==> src/rtl/m_parity_pkg.sv <==
`default_nettype none
// ============================================================================
// Package  : m_parity_pkg
// Brief    : Shared state encoding, default sizes and parity helper for the
//            button-parity serial link (transmit and receive sides).
// Revision : 1.0
// ============================================================================
package m_parity_pkg;

    typedef enum logic [2:0] {
        ST_IDLE      = 3'd0,
        ST_START     = 3'd1,
        ST_DATA      = 3'd2,
        ST_PARITY    = 3'd3,
        ST_STOP      = 3'd4,
        ST_WAIT_HIGH = 3'd5
    } state_t;

    localparam int DEF_DATA_W       = 5;
    localparam int DEF_CLKS_PER_BIT = 16;

    // Parity bit a transmitter sends for i_data; callers zero-extend narrower words.
    function automatic logic f_parity(input logic [31:0] i_data, input logic i_odd);
        return (^i_data) ^ i_odd;
    endfunction

endpackage : m_parity_pkg
`default_nettype wire

==> src/rtl/m_parity_rx_sync2.sv <==
`default_nettype none
// ============================================================================
// Module   : m_sync2
// Brief    : Two-flop synchroniser for the idle-high serial line.
// Revision : 1.0
// ============================================================================
module m_sync2 (
    input  logic w_clk,
    input  logic w_rst_n,
    input  logic i_d,
    output logic o_q
);

    logic r_meta;
    logic r_sync;

    // Reset to 1 so the line reads as idle and no false start is seen on release.
    always_ff @(posedge w_clk or negedge w_rst_n) begin
        if (!w_rst_n) begin
            r_meta <= 1'b1;
            r_sync <= 1'b1;
        end else begin
            r_meta <= i_d;
            r_sync <= r_meta;
        end
    end

    assign o_q = r_sync;

endmodule : m_sync2
`default_nettype wire

==> src/rtl/m_parity_rx.sv <==
`default_nettype none
// ============================================================================
// Module   : m_parity_rx
// Brief    : Serial frame receiver: start, DATA_W bits LSB-first, parity, stop;
//            reports the word, its reduction flags and parity/framing errors.
// Revision : 1.0
// ============================================================================
module m_parity_rx
    import m_parity_pkg::*;
#(
    parameter int DATA_W       = DEF_DATA_W,
    parameter int CLKS_PER_BIT = DEF_CLKS_PER_BIT,
    parameter bit PARITY_ODD   = 1'b0
) (
    input  logic              w_clk,
    input  logic              w_rst_n,
    input  logic              w_rxd,
    output logic [DATA_W-1:0] w_data,
    output logic              w_valid,
    output logic              w_perr,
    output logic              w_ferr,
    output logic              w_all,
    output logic              w_any,
    output logic              w_par,
    output logic              w_busy
);

    localparam int CW = $clog2(CLKS_PER_BIT);
    localparam int BW = (DATA_W > 1) ? $clog2(DATA_W) : 1;

    localparam logic [CW-1:0] c_half_m1  = CW'(CLKS_PER_BIT / 2 - 1);
    localparam logic [CW-1:0] c_full_m1  = CW'(CLKS_PER_BIT - 1);
    localparam logic [BW-1:0] c_last_bit = BW'(DATA_W - 1);

    logic              w_rx_s;
    state_t            r_state;
    state_t            w_next_state;
    logic              w_sample;
    logic              w_done;
    logic [CW-1:0]     r_smp_cnt;
    logic [BW-1:0]     r_bit_cnt;
    logic [DATA_W-1:0] r_shift;
    logic              r_pbit;
    logic [DATA_W-1:0] r_data;
    logic              r_valid;
    logic              r_perr;
    logic              r_ferr;
    logic              r_all;
    logic              r_any;
    logic              r_par;

    m_sync2 u_sync (
        .w_clk   (w_clk),
        .w_rst_n (w_rst_n),
        .i_d     (w_rxd),
        .o_q     (w_rx_s)
    );

    always_ff @(posedge w_clk or negedge w_rst_n) begin
        if (!w_rst_n) begin
            r_state <= ST_IDLE;
        end else begin
            r_state <= w_next_state;
        end
    end

    // The start bit is checked at its midpoint, every later bit one full bit later.
    always_comb begin
        w_next_state = r_state;
        w_sample     = 1'b0;
        w_done       = 1'b0;
        case (r_state)
            ST_IDLE: begin
                if (!w_rx_s) w_next_state = ST_START;
            end
            ST_START: begin
                w_sample = (r_smp_cnt == c_half_m1);
                if (w_sample) w_next_state = w_rx_s ? ST_IDLE : ST_DATA;
            end
            ST_DATA: begin
                w_sample = (r_smp_cnt == c_full_m1);
                if (w_sample && (r_bit_cnt == c_last_bit)) w_next_state = ST_PARITY;
            end
            ST_PARITY: begin
                w_sample = (r_smp_cnt == c_full_m1);
                if (w_sample) w_next_state = ST_STOP;
            end
            ST_STOP: begin
                w_sample = (r_smp_cnt == c_full_m1);
                if (w_sample) begin
                    w_done       = 1'b1;
                    w_next_state = w_rx_s ? ST_IDLE : ST_WAIT_HIGH;
                end
            end
            ST_WAIT_HIGH: begin
                if (w_rx_s) w_next_state = ST_IDLE;
            end
            default: w_next_state = ST_IDLE;
        endcase
    end

    assign w_busy = (r_state == ST_START) || (r_state == ST_DATA) ||
                    (r_state == ST_PARITY) || (r_state == ST_STOP);

    always_ff @(posedge w_clk or negedge w_rst_n) begin
        if (!w_rst_n) begin
            r_smp_cnt <= '0;
            r_bit_cnt <= '0;
            r_shift   <= '0;
            r_pbit    <= 1'b0;
            r_data    <= '0;
            r_valid   <= 1'b0;
            r_perr    <= 1'b0;
            r_ferr    <= 1'b0;
            r_all     <= 1'b0;
            r_any     <= 1'b0;
            r_par     <= 1'b0;
        end else begin
            r_valid <= w_done;

            if (!w_busy || w_sample) r_smp_cnt <= '0;
            else                     r_smp_cnt <= r_smp_cnt + 1'b1;

            if ((r_state == ST_DATA) && w_sample) begin
                r_shift[r_bit_cnt] <= w_rx_s;
                r_bit_cnt          <= (r_bit_cnt == c_last_bit) ? '0 : r_bit_cnt + 1'b1;
            end

            if ((r_state == ST_PARITY) && w_sample) r_pbit <= w_rx_s;

            // Results and flags update together so they always describe the same word.
            if (w_done) begin
                r_data <= r_shift;
                r_all  <= &r_shift;
                r_any  <= |r_shift;
                r_par  <= ^r_shift;
                r_perr <= (r_pbit != f_parity(32'(r_shift), PARITY_ODD));
                r_ferr <= ~w_rx_s;
            end
        end
    end

    assign w_data  = r_data;
    assign w_valid = r_valid;
    assign w_perr  = r_perr;
    assign w_ferr  = r_ferr;
    assign w_all   = r_all;
    assign w_any   = r_any;
    assign w_par   = r_par;

endmodule : m_parity_rx
`default_nettype wire
==> config.mk <==
export PLATFORM = sky130hd
export DESIGN_NAME = m_parity_rx
export DESIGN_NICKNAME = d
export VERILOG_FILES = /design/src/rtl/m_parity_pkg.sv /design/src/rtl/m_parity_rx_sync2.sv /design/src/rtl/m_parity_rx.sv
export SDC_FILE = /design/constraint.sdc
export NUM_CORES = 1
export LEC_CHECK = 0
export ABC_AREA = 1
export BUFFER_PORTS_ARGS = -buffer_cell sky130_fd_sc_hd__clkbuf_2
export CORE_MARGIN = 2
export CORE_UTILIZATION = 65
export CTS_BUF_LIST = sky130_fd_sc_hd__clkbuf_2
export CTS_CLUSTER_SIZE = 25
export DETAILED_ROUTE_END_ITERATION = 8
export PLACE_DENSITY = 0.87
export REMOVE_ABC_BUFFERS = 1
export SLEW_MARGIN = 10
export SYNTH_ARGS = -nofsm -noshare
export SYNTH_HDL_FRONTEND = slang
export SYNTH_SLANG_ARGS = --single-unit
==> constraint.sdc <==
create_clock -name w_clk -period 2.1 [get_ports w_clk]
set_clock_uncertainty 0.05 [all_clocks]
set_input_delay 0.315 -clock w_clk [delete_from_list [all_inputs] [get_ports w_clk]]
set_output_delay 0.315 -clock w_clk [all_outputs]
set_load 0.01 [all_outputs]
# After elaboration in Yosys (flattened, before gate mapping)
# Cells that the tools add are included.
dict set report op_classes {
  n_addsub 2
  n_mul 0
  n_div 0
  magnitude_cmp 2
  eq_ne 15
  n_shift 0
  mux 17
  n_bitwise 1
  reduce_logical 16
}
# operator n
set ops {}
lappend ops {{$reduce_xor 32->1} 1}
lappend ops {{$mux 3} 8}
lappend ops {{$pmux 3 s6} 1}
lappend ops {{$ne 2x2->1 const B} 5}
lappend ops {{$eq 3x3->1 const B} 3}
lappend ops {{$eq 3x2->1 const B} 2}
lappend ops {{$reduce_and 6->1} 1}
lappend ops {{$bwmux 5} 1}
lappend ops {{$reduce_and 5->1} 1}
lappend ops {{$reduce_or 5->1} 1}
lappend ops {{$reduce_xor 5->1} 1}
lappend ops {{$add 4x1->4 const B} 1}
lappend ops {{$eq 4x3->1 const B} 1}
lappend ops {{$eq 4x4->1 const B} 1}
lappend ops {{$logic_and 1x1->1} 4}
lappend ops {{$logic_or 1x1->1} 4}
lappend ops {{$lt 3x4->1 const B} 1}
lappend ops {{$mux 4} 1}
lappend ops {{$add 3x1->3 const B} 1}
lappend ops {{$demux 1 s3} 1}
lappend ops {{$eq 3x1->1 const B} 1}
lappend ops {{$ge 3x1->1 const B} 1}
lappend ops {{$logic_not 3->1} 1}
lappend ops {{$mux 1} 3}
lappend ops {{other kinds (7)} 7}
dict set report totals {
  ff_bits 29
  latchBits 0
  mem_bits_rw 0
  mem_bits_ro 0
  inputBits 3
  out_inout_bits 12
  n_memories 0
}

# Logic depth before layout (Yosys ltp)
dict set report logic_depth {
  word_depth 7
  mapped_depth 10
  ltp_nobuf 10
}

# Hierarchy
# Synthesis repeated with hierarchy kept, for this count alone.
dict set report unflattened {
  hier_cells 179
  area_unflattened_um2 1542.7
}
# mod instances cells_per_inst area_each_um2 seq_area_each_um2
set modules_own_cells {}
lappend modules_own_cells {m_parity_rx 1 177 1490.2 675.6}
lappend modules_own_cells {m_sync2 1 2 52.6 52.6}

# Worst setup path before layout
# OpenSTA, ideal clock, no wires.
dict set report synth_path {
  path_type {reg2reg}
  startpoint {reg r_smp_cnt[0]}
  endpoint {reg r_data[2] (netlist: w_data[2])}
  setup_time_ns 0.118
  arrival_ns 1.185
  setup_slack_ns 0.746
  stages_incl_launch_ff 8
  n_path_buf 1
  cell_sequence {dfrtp_1 > ha_1 > nand3_4 > nor2_8 > inv_4 > buf_6 > nand2_1 > o21ai_2}
}
dict set report synth_between {
  elab_chain_cells 3
}
# item line_no
set synth_lines {}
lappend synth_lines {{start, declared} m_parity_rx.sv:40} ;# logic [CW-1:0] r_smp_cnt;
lappend synth_lines {{start signal, assigned} m_parity_rx.sv:122} ;# else r_smp_cnt <= r_smp_cnt + 1'b1;
lappend synth_lines {{$eq 4x4->1} m_parity_rx.sv:89} ;# w_sample = (r_smp_cnt == c_full_m1);
lappend synth_lines {{$mux 1} m_parity_rx.sv:90} ;# if (w_sample) begin
lappend synth_lines {{$mux 1} m_parity_rx.sv:72} ;# case (r_state)
lappend synth_lines {{via w_done} m_parity_rx.sv:39} ;# logic w_done;
lappend synth_lines {{end signal, assigned} m_parity_rx.sv:133} ;# r_data <= r_shift;
lappend synth_lines {{end, declared} m_parity_rx.sv:44} ;# logic [DATA_W-1:0] r_data;
# The timed path passes the listed nets, and every way through them passes these cells.
# A chain may end at the register's enable or synchronous reset.

# Worst setup path after layout
dict set report layout_path {
  startpoint {reg r_state[1]}
  endpoint {out w_busy}
}
dict set report layout_between {
  elab_chain_cells 4
  elab_cells_between_ends 7
  cone_classes {eq/ne: 4; reduce/logical: 3}
}
# item line_no
set layout_lines {}
lappend layout_lines {{start, declared} m_parity_rx.sv:36} ;# state_t r_state;
lappend layout_lines {{start signal, assigned} m_parity_rx.sv:63} ;# r_state <= w_next_state;
lappend layout_lines {{$eq 3x1->1 or $eq 3x2->1 (tied branches)} m_parity_rx.sv:102} ;# assign w_busy = (r_state == ST_START) || (r_state == ST_DATA) ||
lappend layout_lines {{$logic_or 1x1->1 (2 in a row)} m_parity_rx.sv:102}
lappend layout_lines {{$logic_or 1x1->1 *} m_parity_rx.sv:103} ;# (r_state == ST_PARITY) || (r_state == ST_STOP);
lappend layout_lines {{end, declared} m_parity_rx.sv:25} ;# output logic w_busy
# Mark *: on every way between the ends. The rest lies on a longest branch, timed or not.

==> flow_summary_export.csv <==
group,metric,value,unit
logic_synthesis,synth_top_cells_by_count,"nand2_1, dfrtp_1, nand3_1, inv_1, nor2_1",
setup_path,startpoint_type,"flop",
cts,cts_buffers,5,
logic_synthesis,synth.distinct_cells,30,
global_routing,gr-usage-all-layers,0.273,
timing,setup_viol,0,
logic_synthesis,async_flop_share,1.00,
placement,io_buffers,14,
setup_path,crit_start,"r_state[1]",
die,dieArea,2850,um^2
logic_synthesis,synth_ff_type,"dfrtp_1",
routing,routed_wl,3.04,mm
logic_synthesis,synth_edf_count,0,
timing,finalCritPeriodShare,0.884,
setup_path,crit_fanout,9,
timing,rsz0062_at_grt,"no",
power_and_ir_drop,p_per_area,923,nW/um^2
layout,area.growth.synth_to_final,9.87,%
cts,cts_sinks,29,
timing,slew_headroom,0.536,
timing,hold-worst-slack,317,ps
routing,final_antenna_net_count,0,
die,rows,17,
layout,layout.area.seq,728,um^2
routing,viasPerCell,5.62,
routing,drc_errors,0,
die,placeableCoreArea,2250,um^2
global_routing,grt_pass1_vias,1283,
layout,fin_util,0.772,
logic_synthesis,avgSynthCellArea,8.66,um^2
placement,dp_hpwl,2.20,mm
cts,clock_tree.root_cell,"clkbuf_2",
cts,clkLatencyLatePin,370,ps
timing,max_freq,539,MHz
cts,cts_buffer_depth,2,
layout,n_antenna_cell,0,
global_routing,antenna_found_initial,0,
layout,final.fill_count,150,
power_and_ir_drop,ir_drop,0.000988,V
routing,first_pass_iters,4,
logic_synthesis,yosys-top-cells-area,"dfrtp_1, nand2_1, nand3_1",
layout,drive_gt1_frac,0.212,
placement,postPlaceCellArea,1660,um^2
run,cap_violations,0,
cts,clkTransAtPathRegs,150,ps
setup_path,cp.arrival,1490,ps
setup_path,setup.worst_path.class,"flop to primary output",
die,start_util,0.703,
timing,post-route-min-period,1860,ps
layout,stdcell_count,231,
logic_synthesis,seq_area_frac_synth,0.459,
layout,multi_input_comb_area,737,um^2
power_and_ir_drop,leakage,0.905,nW
worst_hold_path,hp-start,"u_sync.r_meta",
die,die_h,53.4,um
layout,nets,212,
cts,ctsHtreeMaxLevel,2,
global_routing,grt_first_pass_wirelength,5.38,mm
logic_synthesis,syn-cell-area,1590,um^2
logic_synthesis,synth_cells,183,
global_routing,grt_overflow,0,
timing,hold_violations,0,
global_routing,grt_max_degree,30,
timing,slew_viol_final,0,
die,io_pins,15,
routing,dr_total_vias,1299,
logic_synthesis,synth_top_area_share,0.426,
setup_path,rr_startpoint,"r_smp_cnt[0]",
layout,postLayoutCellArea,1740,um^2
logic_synthesis,ys_warn_count,0,
setup_path,required,1740,ps
worst_hold_path,min_path_type,"flop to flop",
logic_synthesis,synth_most_common_cell,"nand2_1",
cts,cts_tree,"built",
cts,cts_resized,0,
die,die_x,53.4,um
timing,fin_tns_setup,0,ps
placement,place_congestion,0.945,
routing,drt-wirelength-per-cell,13.1,um
placement,dp_cells,221,
logic_synthesis,ys_ff_latch,29,
run_status,status,"completed",
routing,drt_iter0_drc,56,
logic_synthesis,yosysTopAreaCell,"dfrtp_1",
timing,tightestPinTransition,697,ps
setup_path,crit_path_end_kind,"primary output",
==> metrics by stage <==
step                power (W)  setup WS [ps]
floorplan             0.00109            775
global placement      0.00118            675
detailed placement    0.00120            571
CTS                   0.00161            221
global route          0.00172            130
finish                0.00161            244
==> cells in the final DEF (no fill, tap or decap), types with 3 or more instances in the layout <==
cell type,netlist,layout
clkbuf_2,0,20
dfrtp_1,27,27
ha_1,7,7
inv_1,16,16
nand2_1,47,47
nand3_1,21,21
nand4_1,3,3
nor2_1,16,16
o21ai_0,13,13
o21ai_2,5,5
o21bai_1,3,3
==> cell families (layout without fill, tap and decap cells) <==
| group | after synthesis | after routing | share of synthesized area |
|---|---|---|---|
| buffers and inverters | 25 | 45 | 0.0758 |
| DFF | 29 | 29 | 0.459 |
| xor gates and xnor gates | 2 | 2 | 0.0111 |
| adders and majority gates | 7 | 7 | 0.0552 |
| AOI/OAI and AO/OA | 24 | 24 | 0.0987 |
| and+or+nand+nor | 96 | 96 | 0.300 |
==> metal layers <==
metal / part of all wire / up-vias / GRT usage
li1: - / 637 / -
met1: 0.44 / 592 / 0.318
met2: 0.47 / 58 / 0.453
met3: 0.066 / 12 / 0.0847
met4: 0.024 / 0 / 0.128
met5: 0 / - / 0
==> critical path, stage by stage, from the launching register on <==
cell and delay, ps:
dfrtp_1 570, nor2_4 220, nand2_4 100, nand3_2 110
clkbuf_2 130
==> final timing paths <==
kind | end | slack, ps | cells after the start
max | w_busy | 240 | 4
min in group asynchronous | w_data[0] | 450 | 2
min | u_sync.o_q | 320 | 0
max reg2reg | r_shift[4] | 570 | 7
max in group asynchronous | r_smp_cnt[0] | 1080 | 2
min reg2reg | u_sync.o_q | 320 | 0
==> power breakdown <==
group	switching (W)	leakage (nW)	internal, W	total, W
sequential	0.000103	0.392	0.000611	0.000714
clock	0.000195	0.0406	0.000203	0.000398
combinational	0.000319	0.473	0.000176	0.000495
total	0.000618	0.905	0.000990	0.00161
==> final cells by class <==
type	instances	area share
clock buffer	6	0.0172
sequential	29	0.418
timing repair buffer	16	0.0517
inverter	21	0.0503
tap	28	0.0201
clock inverter	2	0.0194
multi-input combinational	129	0.423
==> registers in the layout, indices dropped and copies added (netlist names) <==
name and count:
w_par 1, r_smp_cnt 4, w_valid 1, w_any 1, r_pbit 1, u_sync.o_q 1, w_perr 1, w_data 5
r_shift 5, w_all 1, r_bit_cnt 3, u_sync.r_meta 1, w_ferr 1, r_state 3
==> repair_timing <==
item,CTS,global route
setup buffers,0,0
endpoints found under the setup margin,0,0
endpoints found under the hold margin,28,0
hold buffers,2,0
No activity file was read; power rests on OpenSTA's default activity.
